===== src/rtl/shift_seq_pkg.sv =====
// Shared types and constants for the shift partition sequencer.
//   state_e     : sequencer FSM states
//   *_DEF       : default partition geometry
//   RD_LAT_MAX  : deepest supported read latency
//   step_wraps  : tells whether the next address step crosses the wrap point
package shift_seq_pkg;

  typedef enum logic [1:0] {
    ST_IDLE      = 2'd0,
    ST_RUN       = 2'd1,
    ST_DRAIN     = 2'd2,
    ST_DECOUPLED = 2'd3
  } state_e;

  localparam int unsigned ADDR_W_DEF  = 12;
  localparam int unsigned DATA_W_DEF  = 4;
  localparam int unsigned PRESC_W_DEF = 23;
  localparam int unsigned RD_LAT_MAX  = 4;

  // A down-step wraps from the all-zero address, an up-step from all-ones.
  function automatic logic step_wraps(input logic dir, input logic at_min, input logic at_max);
    if (dir) begin
      return at_min;
    end else begin
      return at_max;
    end
  endfunction

endpackage


===== src/rtl/shift_seq_capture.sv =====
// Read-latency token pipe and LED holding register.
//   clk, rst_n   : clock, asynchronous active-low reset
//   push_i       : a new address was issued this cycle
//   advance_i    : pipe moves and may capture (low while decoupled)
//   data_i       : partition read data
//   led_o        : last captured data, held between captures
//   led_valid_o  : one-cycle pulse when led_o updates
//   pipe_empty_o : no read is outstanding
module shift_seq_capture #(
  parameter int unsigned DATA_W = 4,
  parameter int unsigned RD_LAT = 1
) (
  input  logic              clk,
  input  logic              rst_n,
  input  logic              push_i,
  input  logic              advance_i,
  input  logic [DATA_W-1:0] data_i,
  output logic [DATA_W-1:0] led_o,
  output logic              led_valid_o,
  output logic              pipe_empty_o
);

  logic [RD_LAT-1:0] tok_q, tok_d;
  logic [DATA_W-1:0] led_q, led_d;
  logic              valid_q, valid_d;

  // Shift tokens toward the capture end; the oldest token samples data_i.
  always_comb begin
    tok_d   = tok_q;
    led_d   = led_q;
    valid_d = 1'b0;
    if (advance_i) begin
      tok_d    = tok_q << 1'b1;
      tok_d[0] = push_i;
      if (tok_q[RD_LAT-1]) begin
        led_d   = data_i;
        valid_d = 1'b1;
      end else begin
        led_d   = led_q;
        valid_d = 1'b0;
      end
    end else begin
      tok_d   = tok_q;
      led_d   = led_q;
      valid_d = 1'b0;
    end
  end

  // Pipe and LED state registers.
  always_ff @(posedge clk or negedge rst_n) begin
    if (!rst_n) begin
      tok_q   <= {RD_LAT{1'b0}};
      led_q   <= {DATA_W{1'b0}};
      valid_q <= 1'b0;
    end else begin
      tok_q   <= tok_d;
      led_q   <= led_d;
      valid_q <= valid_d;
    end
  end

  assign led_o        = led_q;
  assign led_valid_o  = valid_q;
  assign pipe_empty_o = (tok_q == {RD_LAT{1'b0}});

endmodule


===== src/rtl/shift_sequencer.sv =====
// Address/enable initiator for one reconfigurable shift partition.
//   clk, rst_n      : clock, asynchronous active-low reset
//   run_i, dir_i    : advance enable, 0 = up / 1 = down
//   presc_max_i     : prescaler terminal count (step every presc_max_i+1 clocks)
//   decouple_req_i  : request partition isolation; decouple_ack_o grants it
//   shift_en_o      : partition enable, low only while decoupled
//   shift_addr_o    : partition address
//   shift_data_i    : partition data, valid RD_LAT clocks after an address step
//   led_out_o       : held captured data; led_valid_o pulses on update
//   wrap_pulse_o    : pulses the cycle after a wrapping step
module shift_sequencer import shift_seq_pkg::*; #(
  parameter int unsigned ADDR_W  = ADDR_W_DEF,
  parameter int unsigned DATA_W  = DATA_W_DEF,
  parameter int unsigned PRESC_W = PRESC_W_DEF,
  parameter int unsigned RD_LAT  = 1
) (
  input  logic               clk,
  input  logic               rst_n,
  input  logic               run_i,
  input  logic               dir_i,
  input  logic [PRESC_W-1:0] presc_max_i,
  input  logic               decouple_req_i,
  output logic               decouple_ack_o,
  output logic               shift_en_o,
  output logic [ADDR_W-1:0]  shift_addr_o,
  input  logic [DATA_W-1:0]  shift_data_i,
  output logic [DATA_W-1:0]  led_out_o,
  output logic               led_valid_o,
  output logic               wrap_pulse_o
);

  localparam int unsigned PIPE_D = (RD_LAT > RD_LAT_MAX) ? RD_LAT_MAX :
                                   ((RD_LAT < 1) ? 1 : RD_LAT);
  localparam logic [ADDR_W-1:0]  ADDR_ONE  = {{(ADDR_W-1){1'b0}}, 1'b1};
  localparam logic [PRESC_W-1:0] PRESC_ONE = {{(PRESC_W-1){1'b0}}, 1'b1};

  state_e               state_q, state_d;
  logic [PRESC_W-1:0]   presc_q, presc_d;
  logic [ADDR_W-1:0]    addr_q, addr_d;
  logic                 wrap_pend_q, wrap_pend_d;
  logic                 wrap_q, en_q, ack_q;
  logic                 tick_s, step_s, pipe_empty_s, advance_s;

  // Next-state logic: decouple beats run=0, which beats a prescaler tick.
  always_comb begin
    tick_s      = (presc_q >= presc_max_i);
    step_s      = 1'b0;
    state_d     = state_q;
    presc_d     = presc_q;
    addr_d      = addr_q;
    wrap_pend_d = 1'b0;
    case (state_q)
      ST_IDLE: begin
        if (decouple_req_i) begin
          state_d = ST_DRAIN;
        end else if (run_i) begin
          state_d = ST_RUN;
        end else begin
          state_d = ST_IDLE;
        end
      end
      ST_RUN: begin
        if (decouple_req_i) begin
          state_d = ST_DRAIN;
          presc_d = {PRESC_W{1'b0}};
        end else if (!run_i) begin
          state_d = ST_IDLE;
          presc_d = {PRESC_W{1'b0}};
        end else if (tick_s) begin
          step_s      = 1'b1;
          presc_d     = {PRESC_W{1'b0}};
          addr_d      = dir_i ? (addr_q - ADDR_ONE) : (addr_q + ADDR_ONE);
          wrap_pend_d = step_wraps(dir_i, addr_q == {ADDR_W{1'b0}}, addr_q == {ADDR_W{1'b1}});
        end else begin
          presc_d = presc_q + PRESC_ONE;
        end
      end
      ST_DRAIN: begin
        if (!decouple_req_i) begin
          state_d = run_i ? ST_RUN : ST_IDLE;
        end else if (pipe_empty_s) begin
          state_d = ST_DECOUPLED;
        end else begin
          state_d = ST_DRAIN;
        end
      end
      ST_DECOUPLED: begin
        presc_d = {PRESC_W{1'b0}};
        if (!decouple_req_i) begin
          state_d = ST_IDLE;
        end else begin
          state_d = ST_DECOUPLED;
        end
      end
      default: begin
        state_d = ST_IDLE;
        presc_d = {PRESC_W{1'b0}};
      end
    endcase
  end

  // FSM, counters and registered outputs; en/ack follow the state being entered.
  always_ff @(posedge clk or negedge rst_n) begin
    if (!rst_n) begin
      state_q     <= ST_IDLE;
      presc_q     <= {PRESC_W{1'b0}};
      addr_q      <= {ADDR_W{1'b0}};
      wrap_pend_q <= 1'b0;
      wrap_q      <= 1'b0;
      en_q        <= 1'b0;
      ack_q       <= 1'b0;
    end else begin
      state_q     <= state_d;
      presc_q     <= presc_d;
      addr_q      <= addr_d;
      wrap_pend_q <= wrap_pend_d;
      wrap_q      <= wrap_pend_q;
      en_q        <= (state_d != ST_DECOUPLED);
      ack_q       <= (state_d == ST_DECOUPLED);
    end
  end

  // Reads in flight keep completing until the partition is isolated.
  assign advance_s = (state_q != ST_DECOUPLED);

  shift_seq_capture #(
    .DATA_W (DATA_W),
    .RD_LAT (PIPE_D)
  ) u_capture (
    .clk          (clk),
    .rst_n        (rst_n),
    .push_i       (step_s),
    .advance_i    (advance_s),
    .data_i       (shift_data_i),
    .led_o        (led_out_o),
    .led_valid_o  (led_valid_o),
    .pipe_empty_o (pipe_empty_s)
  );

  assign shift_addr_o   = addr_q;
  assign wrap_pulse_o   = wrap_q;
  assign shift_en_o     = en_q;
  assign decouple_ack_o = ack_q;

endmodule


===== config.mk =====
export PLATFORM = sky130hd
export DESIGN_NAME = shift_sequencer
export DESIGN_NICKNAME = d
export VERILOG_FILES = /design/src/rtl/shift_seq_pkg.sv /design/src/rtl/shift_seq_capture.sv /design/src/rtl/shift_sequencer.sv
export SDC_FILE = /design/constraint.sdc
export NUM_CORES = 1
export LEC_CHECK = 0
export BUFFER_PORTS_ARGS = -buffer_cell sky130_fd_sc_hd__buf_4
export CAP_MARGIN = 10
export CORE_MARGIN = 10
export CORE_UTILIZATION = 57
export CTS_CLUSTER_SIZE = 28
export DETAILED_ROUTE_END_ITERATION = 12
export PLACE_DENSITY = 0.8
export RECOVER_POWER = 100
export SYNTH_ARGS = -nofsm -noshare
export SYNTH_HDL_FRONTEND = slang
export SYNTH_SLANG_ARGS = --single-unit

===== constraint.sdc =====
create_clock -name clk -period 3.2 [get_ports clk]
set_input_delay 0.64 -clock clk [delete_from_list [all_inputs] [get_ports clk]]
set_output_delay 0.64 -clock clk [all_outputs]
set_load 0.05 [all_outputs]

==> flow_metrics.env, run 1 <==
export IMPL_p_seq_frac=0.534
export IMPL_numClockSinks=47
export IMPL_skew_ps=9.40
export IMPL_total_leakage_power_nw=1.84
export IMPL_worst_path_largest_cell_delay_ps=480
export IMPL_multiInputGateArea_mm2=0.00182
export IMPL_peakVddDrop_mv=0.249
export IMPL_cpMaxStageDelayCell="or3_1"
export IMPL_status="complete, but fails checks"
export IMPL_p_sw_frac=0.281
export IMPL_nFillCells=495
export IMPL_cts_buffers=5
export IMPL_r2r_slack_ps=310
export IMPL_max_freq_mhz=346
export IMPL_grt_antenna_before_repair=0
export IMPL_fp_dieH_um=95.2
export IMPL_violations="capacitance limit, slew limit"
export IMPL_whs_path_depth=0
export IMPL_yosysTopAreaCell="dfrtp_1"
export IMPL_synth_distinct_cells=44
export IMPL_finalPower_mw=1.15
export IMPL_dp_cells=477
export IMPL_die_w_um=95.2
export IMPL_cts_resized_gates=0
export IMPL_grt_pass1_vias=2802
export IMPL_period_share=0.902
export IMPL_ys_flop_type="dfrtp_1"
export IMPL_grt_overflow_total=0
export IMPL_tritoncts="yes"
export IMPL_fin_nets=479
export IMPL_cp_end_kind="flip-flop"
export IMPL_p_clk_frac=0.307
export IMPL_worstMarginPinSlew_ps=2600
export IMPL_hp_class="reg -> reg"
export IMPL_finalCriticalPeriod_ps=2890
export IMPL_combPwrFrac=0.159
export IMPL_area_growth_pct=13.2
export IMPL_cts_hold_buffers_added=0
export IMPL_syn_inst=359
export IMPL_synth_yosys_seq_area_share=0.365
export IMPL_cp_top_family="compound AO/OA/AOI/OAI gates"
export IMPL_required_ps=3380
export IMPL_syn_area_mm2=0.00322
export IMPL_regArea_mm2=0.00118
export IMPL_vias_per_cell=5.84
export IMPL_hold_viol=0
export IMPL_min_to="wrap_pulse_o"
export IMPL_wl_per_cell_um=15.3
export IMPL_cp_max_fo=10
export IMPL_worst_r2r_endpoint="presc_q[17]"
export IMPL_cp_start_kind="flip-flop"
export IMPL_min_from="wrap_pend_q"
export IMPL_core_area_mm2=0.00551
export IMPL_synth_edf_count=0
export IMPL_synth_seq_cells=47
export IMPL_routed_wl_um=7410
export IMPL_syn_area_per_cell_um2=8.97
export IMPL_worst_skew_pair_late_latency_ps=300
export IMPL_synth_top_area_share=0.365
export IMPL_die_area_mm2=0.00906
export IMPL_io_pins=52
export IMPL_final_max_slew_viol_count=48
export IMPL_n_antenna_cell=0
export IMPL_yosys_warnings=0
export IMPL_final_cells=485
export IMPL_drive_above_1_share=0.123
export IMPL_grt_pass1_wl_um=12800
export IMPL_crit_buf_inv=1
export IMPL_numPortBuffers=51
export IMPL_drc_errors=0
export IMPL_placementRows=27
export IMPL_finalWeightedCongestion=0.824
export IMPL_ant_nets=0
export IMPL_p_int_mw=0.829
export IMPL_power_density_mw_per_mm2=316
export IMPL_finalSetupViolCount=0
export IMPL_critical_path_class="reg -> reg"
export IMPL_syn_nets=426
export IMPL_grt_usage=0.172
export IMPL_synthArstFlopShare=1.00
export IMPL_clkSlewWorstSetupHoldPaths_ps=90
export IMPL_htree_levels=2
export IMPL_start_util=0.585
export IMPL_p_switching_mw=0.324
export IMPL_slew_headroom=-0.733
export IMPL_drt_iter0_drc=179
export IMPL_root_buffer="clkbuf_8"
export IMPL_reg2reg_from="presc_q[5]"
export IMPL_tns_ps=0
export IMPL_post_cts_buffers=0
export IMPL_grt_start_max_net_pins=48
export IMPL_dpl_hpwl_um=5690
export IMPL_r2r_cells=8
export IMPL_cp_arrival_ps=3060
export IMPL_path_cells="ha_1, a211oi_1, nor2_1, a2111oi_0, a21oi_1, or3_1, clkbuf_1, o311ai_0"
export IMPL_rsz0062_at_grt="false"
export IMPL_synth_area_leaders="dfrtp_1 (37%), ha_1 (13%), nand3_1 (4.5%), nand2_1 (4.4%), inv_1 (3.8%)"
export IMPL_max_cap_viol_count=1
export IMPL_cts_buffer_depth=2
export IMPL_via_count=2830
export IMPL_firstDrtPassIters=4
==> flip-flops by register name, indices dropped and copies added, names as in the netlist <==
signal and count:
presc_q 23, shift_en_o 1, u_capture.led_valid_o 1, shift_addr_o 12, wrap_pulse_o 1, wrap_pend_q 1
state_q 2, u_capture.led_o 4, decouple_ack_o 1, u_capture.tok_q 1
==> per-layer routing <==
layer | vias to the layer above | part of all wire | GRT usage | wire (um)
met3 | 6 | 0.073 | 0.0503 | 544
met2 | 77 | 0.48 | 0.294 | 3570
met1 | 1344 | 0.44 | 0.208 | 3230
met4 | 0 | 0.0094 | 0.0411 | 70
met5 | - | 0 | 0 | 0
li1 | 1403 | - | - | -
==> power by group through the flow <==
stage	Combinational [mW]	Sequential, mW	Clock [mW]
6_report	0.183	0.616	0.354
2_1_floorplan	0.0880	0.655	0
4_1_cts	0.195	0.616	0.366
5_1_grt	0.205	0.618	0.388
3_3_place_gp	0.189	0.628	0
3_5_place_dp	0.195	0.628	0
==> layout make-up <==
class / instances / share of cell area
repair buffers: 57 / 0.0954
clock buffers: 6 / 0.0199
multi-input cells: 267 / 0.499
flip-flops and latches: 47 / 0.323
inverters: 34 / 0.0350
well taps: 72 / 0.0247
clock inverters: 2 / 0.00343
==> cells in the final DEF (no fill, tap or decap), types with 4 or more instances in the layout <==
cell type / n
o21ai_0: 24
nor2_1: 10
a21o_1: 10
ha_1: 34
clkbuf_1: 25
mux2i_1: 4
o21a_1: 4
dfrtp_1: 47
nand4_1: 8
o311ai_0: 7
buf_4: 31
nand3_1: 29
mux2_2: 6
and3_1: 11
xor2_1: 5
nand2_1: 38
clkbuf_8: 5
a211o_1: 6
nor4_1: 4
inv_1: 34
a21oi_1: 21
nor3_1: 13
==> metrics by stage <==
| step | hold slack (ps) | area [um2] | utilization | worst slack (ps) |
|---|---|---|---|---|
| global route | 369 | 3650 | 0.662 | 118 |
| CTS | 359 | 3780 | 0.687 | 416 |
| finish | 356 | 3650 | 0.662 | 314 |
| detailed placement | 337 | 3700 | 0.672 | 164 |
| floorplan | 331 | 3220 | - | 548 |
| global placement | 336 | 3700 | 0.672 | 261 |
==> cells by family (layout without fill, tap and decap cells) <==
| group | count (synthesis) | in the layout | synth area share |
|---|---|---|---|
| AOI/OAI and AO/OA | 89 | 89 | 0.193 |
| and+or+nand+nor | 125 | 125 | 0.191 |
| adders and majority gates | 35 | 35 | 0.138 |
| buffers and inverters | 45 | 99 | 0.0571 |
| xor gates and xnor gates | 8 | 8 | 0.0218 |
| muxes | 10 | 10 | 0.0334 |
| DFF | 47 | 47 | 0.365 |
==> worst register-to-register path, delay by kind of cell, from the launching register on <==
family	cells	cell delay, ps
compound gates	4	1160
buf+inv	1	280
flops	1	470
simple gates	2	550
fa+ha+maj	1	320
==> how the worst max path moves through the flow <==
stage / from / endpoint / slack [ps] / cells past startpoint
after floorplan: presc_max_i[9] / presc_q[2] / 550 / 10
after global placement: presc_max_i[5] / presc_q[15] / 260 / 11
after detailed placement: presc_max_i[5] / presc_q[19] / 160 / 10
after CTS: presc_q[5] / presc_q[19] / 420 / 8
after global routing: presc_q[5] / presc_q[17] / 120 / 8
final: presc_q[5] / presc_q[17] / 310 / 8
==> synth_stat cells (all sizes together), types with 2 or more instances <==
master and instances:
o31a 2, clkbuf 6, and3 11, o21bai 2, ha 34, and2 2, inv 34, or3 2
nand2b 2, xor2 5, a21o 10, mux2 6, mux2i 4, a211oi 3, dfrtp 47, o21ai 24
nand3 29, buf 5, nor2 10, nor4 4, a211o 6, o311ai 8, nor3 14, a31oi 3
xnor2 3, nand2 38, nand4 8, o21a 4, or2 3, a21oi 21
Note: power is estimated with default switching activity, not from simulation.
==> run 2: changes to the inputs <==
Settings changed: ABC_AREA set to 0, GPL_TIMING_DRIVEN set to 0, REMOVE_ABC_BUFFERS set to 1.
==> flow_metrics.env, run 2 (synthesis gave the netlist of run 1 again) <==
export IMPL_status="complete, but fails checks"
export IMPL_violations="capacitance limit, slew limit"
export IMPL_min_from="wrap_pend_q"
export IMPL_period_share=0.964
export IMPL_area_growth_pct=14.2
export IMPL_cts_buffer_depth=2
export IMPL_n_antenna_cell=0
export IMPL_largest_register="presc_q"
export IMPL_placementRows=27
export IMPL_multiInputGateArea_mm2=0.00187
export IMPL_peakVddDrop_mv=0.222
export IMPL_grt_antenna_before_repair=0
export IMPL_fin_nets=474
export IMPL_cts_buffers=5
export IMPL_tritoncts="yes"
export IMPL_via_count=2822
export IMPL_htree_levels=2
export IMPL_combPwrFrac=0.156
export IMPL_cp_start_kind="flip-flop"
export IMPL_dp_slack_ps=-188
export IMPL_regArea_mm2=0.00118
export IMPL_p_sw_frac=0.281
export IMPL_grt_usage=0.174
export IMPL_worst_r2r_endpoint="shift_addr_o[4]"
export IMPL_hp_class="reg -> reg"
export IMPL_grt_pass1_wl_um=13000
export IMPL_routed_wl_um=7450
export IMPL_vias_per_cell=5.88
export IMPL_p_int_mw=0.852
export IMPL_worstMarginPinSlew_ps=2590
export IMPL_total_leakage_power_nw=1.84
export IMPL_finalWeightedCongestion=0.857
export IMPL_r2r_cells=7
export IMPL_worst_skew_pair_late_latency_ps=300
export IMPL_firstDrtPassIters=4
export IMPL_start_util=0.585
export IMPL_skew_ps=13.4
export IMPL_power_density_mw_per_mm2=322
export IMPL_post_cts_buffers=0
export IMPL_drc_errors=0
export IMPL_nFillCells=482
export IMPL_tns_ps=0
export IMPL_cts_hold_buffers_added=0
export IMPL_drt_iter0_drc=145
export IMPL_min_to="wrap_pulse_o"
export IMPL_critical_path_class="reg -> reg"
export IMPL_r2r_slack_ps=120
export IMPL_ant_nets=0
export IMPL_reg2reg_from="presc_q[5]"
export IMPL_final_cell_mix="dfrtp_1 (47), nand2_1 (38), inv_1 (34), ha_1 (34), buf_4 (30)"
export IMPL_grt_pass1_vias=2844
export IMPL_core_area_mm2=0.00551
export IMPL_clkSlewWorstSetupHoldPaths_ps=100
export IMPL_max_freq_mhz=324
export IMPL_cp_max_fo=22
export IMPL_cp_end_kind="flip-flop"
export IMPL_dpl_hpwl_um=5590
export IMPL_wl_per_cell_um=15.5
export IMPL_largest_reg_flops=23
export IMPL_slew_headroom=-0.728
export IMPL_worst_hold_slack_ps=355
export IMPL_layout_setup_ws_ps=117
export IMPL_p_clk_frac=0.325
export IMPL_whs_path_depth=0
export IMPL_numClockSinks=47
export IMPL_numPortBuffers=51
export IMPL_drive_above_1_share=0.142
export IMPL_hold_viol=0
export IMPL_final_core_util=0.668
export IMPL_final_max_slew_viol_count=48
export IMPL_max_cap_viol_count=1
export IMPL_grt_start_max_net_pins=48
export IMPL_p_seq_frac=0.519
export IMPL_finalSetupViolCount=0
export IMPL_root_buffer="clkbuf_8"
export IMPL_cp_arrival_ps=3270
export IMPL_final_common_cell="dfrtp_1"
export IMPL_die_area_mm2=0.00906
export IMPL_fp_dieH_um=95.2
export IMPL_finalCriticalPeriod_ps=3080
export IMPL_grt_overflow_total=0
export IMPL_die_w_um=95.2
export IMPL_io_pins=52
export IMPL_p_switching_mw=0.334
export IMPL_rsz0062_at_grt="true"
export IMPL_required_ps=3390
## run 2: cell types whose count changed in the layout (fill, tap and decap cells not counted), moves of 4 or more
cell      before  now
clkbuf_1      25   21
o21ai_1        0    4
o311ai_0       7    0
o21ai_0       24   20
o311ai_2       0    6
## run 2: worst max-delay path by stage
| stage | endpoint | start | depth (start not counted) | slack [ps] |
|---|---|---|---|---|
| finish | shift_addr_o[4] | presc_q[5] | 7 | 120 |
| global placement | presc_q[16] | presc_max_i[5] | 10 | -1070 |
| floorplan | presc_q[22] | presc_max_i[9] | 8 | -60 |
| detailed placement | presc_q[10] | presc_max_i[5] | 10 | -190 |
| CTS | presc_q[10] | presc_q[5] | 8 | 70 |
| global route | shift_addr_o[4] | presc_q[5] | 7 | -60 |
## run 2: through the flow
step                instance area (um2)  power [mW]  instances
floorplan                          3160       0.740        348
global placement                   3640       0.814        471
detailed placement                 3660       0.822        472
CTS                                3760        1.21        480
global route                       3680        1.25        480
finish                             3680        1.19        480
## run 2: worst max-delay path, cell delays in order, from the launching register on
cell	delay, ps
dfrtp_1	470
ha_1	330
a211oi_1	250
nor2_1	70
a2111oi_1	380
a21oi_1	260
o21bai_2	760
mux2_2	430
## run 2: timing repair
action,in CTS,in global routing
gates resized for setup,0,1
endpoints found under the hold margin,0,0
endpoints found under the setup margin,0,6
## run 2: area by class of cell
class | count | share of cell area
clock buffers | 6 | 0.0224
well taps | 72 | 0.0245
flip-flops and latches | 47 | 0.320
inverters | 34 | 0.0347
multi-input cells | 267 | 0.509
repair buffers | 52 | 0.0857
clock inverters | 2 | 0.00442
## run 2: per-layer routing
layer / global-route usage / up-vias / part of all wire / routed length, um
met5: 0 / - / 0 / 0
met4: 0.0461 / 0 / 0.0097 / 72
met3: 0.0573 / 6 / 0.061 / 457
met2: 0.295 / 67 / 0.51 / 3770
met1: 0.208 / 1353 / 0.42 / 3150
li1: - / 1396 / - / -
## run 2: power groups by stage
stage	registers [mW]	logic, mW	clock network (mW)
finish	0.616	0.185	0.386
global route	0.618	0.207	0.425
CTS	0.616	0.195	0.395
detailed placement	0.628	0.194	0
global placement	0.627	0.187	0
floorplan	0.655	0.0845	0
==> run 3: changes to the inputs <==
Settings changed: CORE_UTILIZATION 57 to 59, CTS_BUF_LIST set to sky130_fd_sc_hd__clkbuf_4 sky130_fd_sc_hd__clkbuf_8, PLACE_DENSITY 0.8 to 0.83.
==> flow_metrics.env, run 3 (synthesis gave the netlist of run 1 again) <==
export IMPL_status="complete, but fails checks"
export IMPL_violations="capacitance limit, slew limit"
export IMPL_drt_iter0_drc=162
export IMPL_io_pins=52
export IMPL_htree_levels=2
export IMPL_largest_register="presc_q"
export IMPL_dpl_hpwl_um=5450
export IMPL_power_density_mw_per_mm2=344
export IMPL_finalCriticalPeriod_ps=3000
export IMPL_die_w_um=93.9
export IMPL_layout_setup_ws_ps=198
export IMPL_critPathLaunch="presc_q[5]"
export IMPL_firstDrtPassIters=4
export IMPL_critical_path_class="reg -> reg"
export IMPL_worst_hold_slack_ps=355
export IMPL_cts_buffers=5
export IMPL_finalPower_mw=1.26
export IMPL_r2r_slack_ps=200
export IMPL_start_util=0.619
export IMPL_cp_end_kind="flip-flop"
export IMPL_final_max_slew_viol_count=48
export IMPL_area_growth_pct=13.4
export IMPL_routed_wl_um=7260
export IMPL_numClockSinks=47
export IMPL_cp_endpoint="presc_q[10]"
export IMPL_hold_viol=0
export IMPL_grt_pass1_vias=2736
export IMPL_grt_overflow_total=0
export IMPL_path_cells="ha_1, a211oi_1, nor2_1, a2111oi_1, a21oi_1, or3_2, or3_1, o21ai_0"
export IMPL_hp_class="reg -> reg"
export IMPL_ant_nets=0
export IMPL_worst_skew_pair_late_latency_ps=300
export IMPL_worstMarginPinSlew_ps=2480
export IMPL_reg2reg_from="presc_q[5]"
export IMPL_final_core_util=0.702
export IMPL_grt_usage=0.173
export IMPL_core_area_mm2=0.00520
export IMPL_n_antenna_cell=0
export IMPL_fp_dieH_um=93.9
export IMPL_cts_hold_buffers_added=0
export IMPL_cp_arrival_ps=3230
export IMPL_final_cell_mix="dfrtp_1 (47), nand2_1 (38), inv_1 (34), ha_1 (34)"
export IMPL_peakVddDrop_mv=0.268
export IMPL_tritoncts="yes"
export IMPL_dp_slack_ps=-134
export IMPL_finalWeightedCongestion=0.875
export IMPL_die_area_mm2=0.00881
export IMPL_clkSlewWorstSetupHoldPaths_ps=90
export IMPL_worst_path_largest_cell_delay_ps=710
export IMPL_grt_pass1_wl_um=12600
export IMPL_r2r_cells=8
export IMPL_drc_errors=0
export IMPL_wl_per_cell_um=15.2
export IMPL_worst_r2r_endpoint="presc_q[10]"
export IMPL_drive_above_1_share=0.127
export IMPL_root_buffer="clkbuf_8"
export IMPL_max_cap_viol_count=1
export IMPL_slew_headroom=-0.653
export IMPL_finalSetupViolCount=0
export IMPL_skew_ps=4.46
export IMPL_numPortBuffers=51
export IMPL_vias_per_cell=5.86
export IMPL_cts_buffer_depth=2
export IMPL_fin_nets=474
export IMPL_grt_antenna_before_repair=0
export IMPL_final_common_cell="dfrtp_1"
export IMPL_cpMaxStageDelayCell="or3_2"
export IMPL_total_leakage_power_nw=1.83
export IMPL_tns_ps=0
export IMPL_largest_reg_flops=23
export IMPL_rsz0062_at_grt="false"
export IMPL_required_ps=3430
export IMPL_grt_start_max_net_pins=48
export IMPL_multiInputGateArea_mm2=0.00184
export IMPL_period_share=0.938
export IMPL_nFillCells=432
export IMPL_cp_start_kind="flip-flop"
export IMPL_cp_max_fo=19
export IMPL_max_freq_mhz=333
export IMPL_placementRows=26
export IMPL_via_count=2802
export IMPL_regArea_mm2=0.00118
[run 3: changes by cell type in the layout (fill, tap and decap cells not counted), moves of 3 or more]
| cell | before | now |
|---|---|---|
| o311ai_0 | 0 | 6 |
| o311ai_2 | 6 | 1 |
| o21ai_0 | 20 | 23 |
| o21ai_1 | 4 | 1 |
[run 3: stage by stage]
step,cells,instance area [um2]
global placement,469,3630
floorplan,348,3160
finish,478,3650
detailed placement,470,3650
global route,478,3650
CTS,478,3770
[run 3: layout make-up]
class	instances	share of cell area
Sequential cell	47	0.322
Multi-Input combinational cell	267	0.504
Tap cell	70	0.0240
Clock buffer	5	0.0188
Timing Repair Buffer	52	0.0836
Inverter	34	0.0349
Clock inverter	3	0.0130
[run 3: what timing repair did]
action	in CTS	in global routing
setup buffers	0	0
gates resized for setup	0	2
setup endpoints to repair	0	3
[run 3: how the worst min path moves through the flow]
stage / to / cells after the start / from / slack (ps)
after floorplan: wrap_pulse_o / 0 / wrap_pend_q / 330
after global placement: wrap_pulse_o / 0 / wrap_pend_q / 330
after detailed placement: wrap_pulse_o / 0 / wrap_pend_q / 340
after CTS: shift_addr_o[3] / 1 / rst_n / 360
after global routing: wrap_pulse_o / 0 / wrap_pend_q / 370
final: wrap_pulse_o / 0 / wrap_pend_q / 360
[run 3: worst max-delay path: cells and delay by family, from the launching register on]
kind | cells | cell delay (ps)
AO/OA/AOI/OAI | 4 | 930
flip-flops | 1 | 470
adder cells (fa/ha/maj) | 1 | 330
AND/OR/NAND/NOR | 3 | 1190
[run 3: layer usage]
layer / part of all wire / vias up / routed length [um] / global-route usage
li1: - / 1407 / - / -
met1: 0.43 / 1320 / 3150 / 0.207
met2: 0.48 / 65 / 3510 / 0.290
met3: 0.068 / 10 / 494 / 0.0512
met4: 0.015 / 0 / 107 / 0.0582
met5: 0 / - / 0 / 0
[run 3: power by group]
part           internal [mW]  switching, mW
combinational         0.0705          0.112
sequential             0.605         0.0112
clock                  0.237          0.220
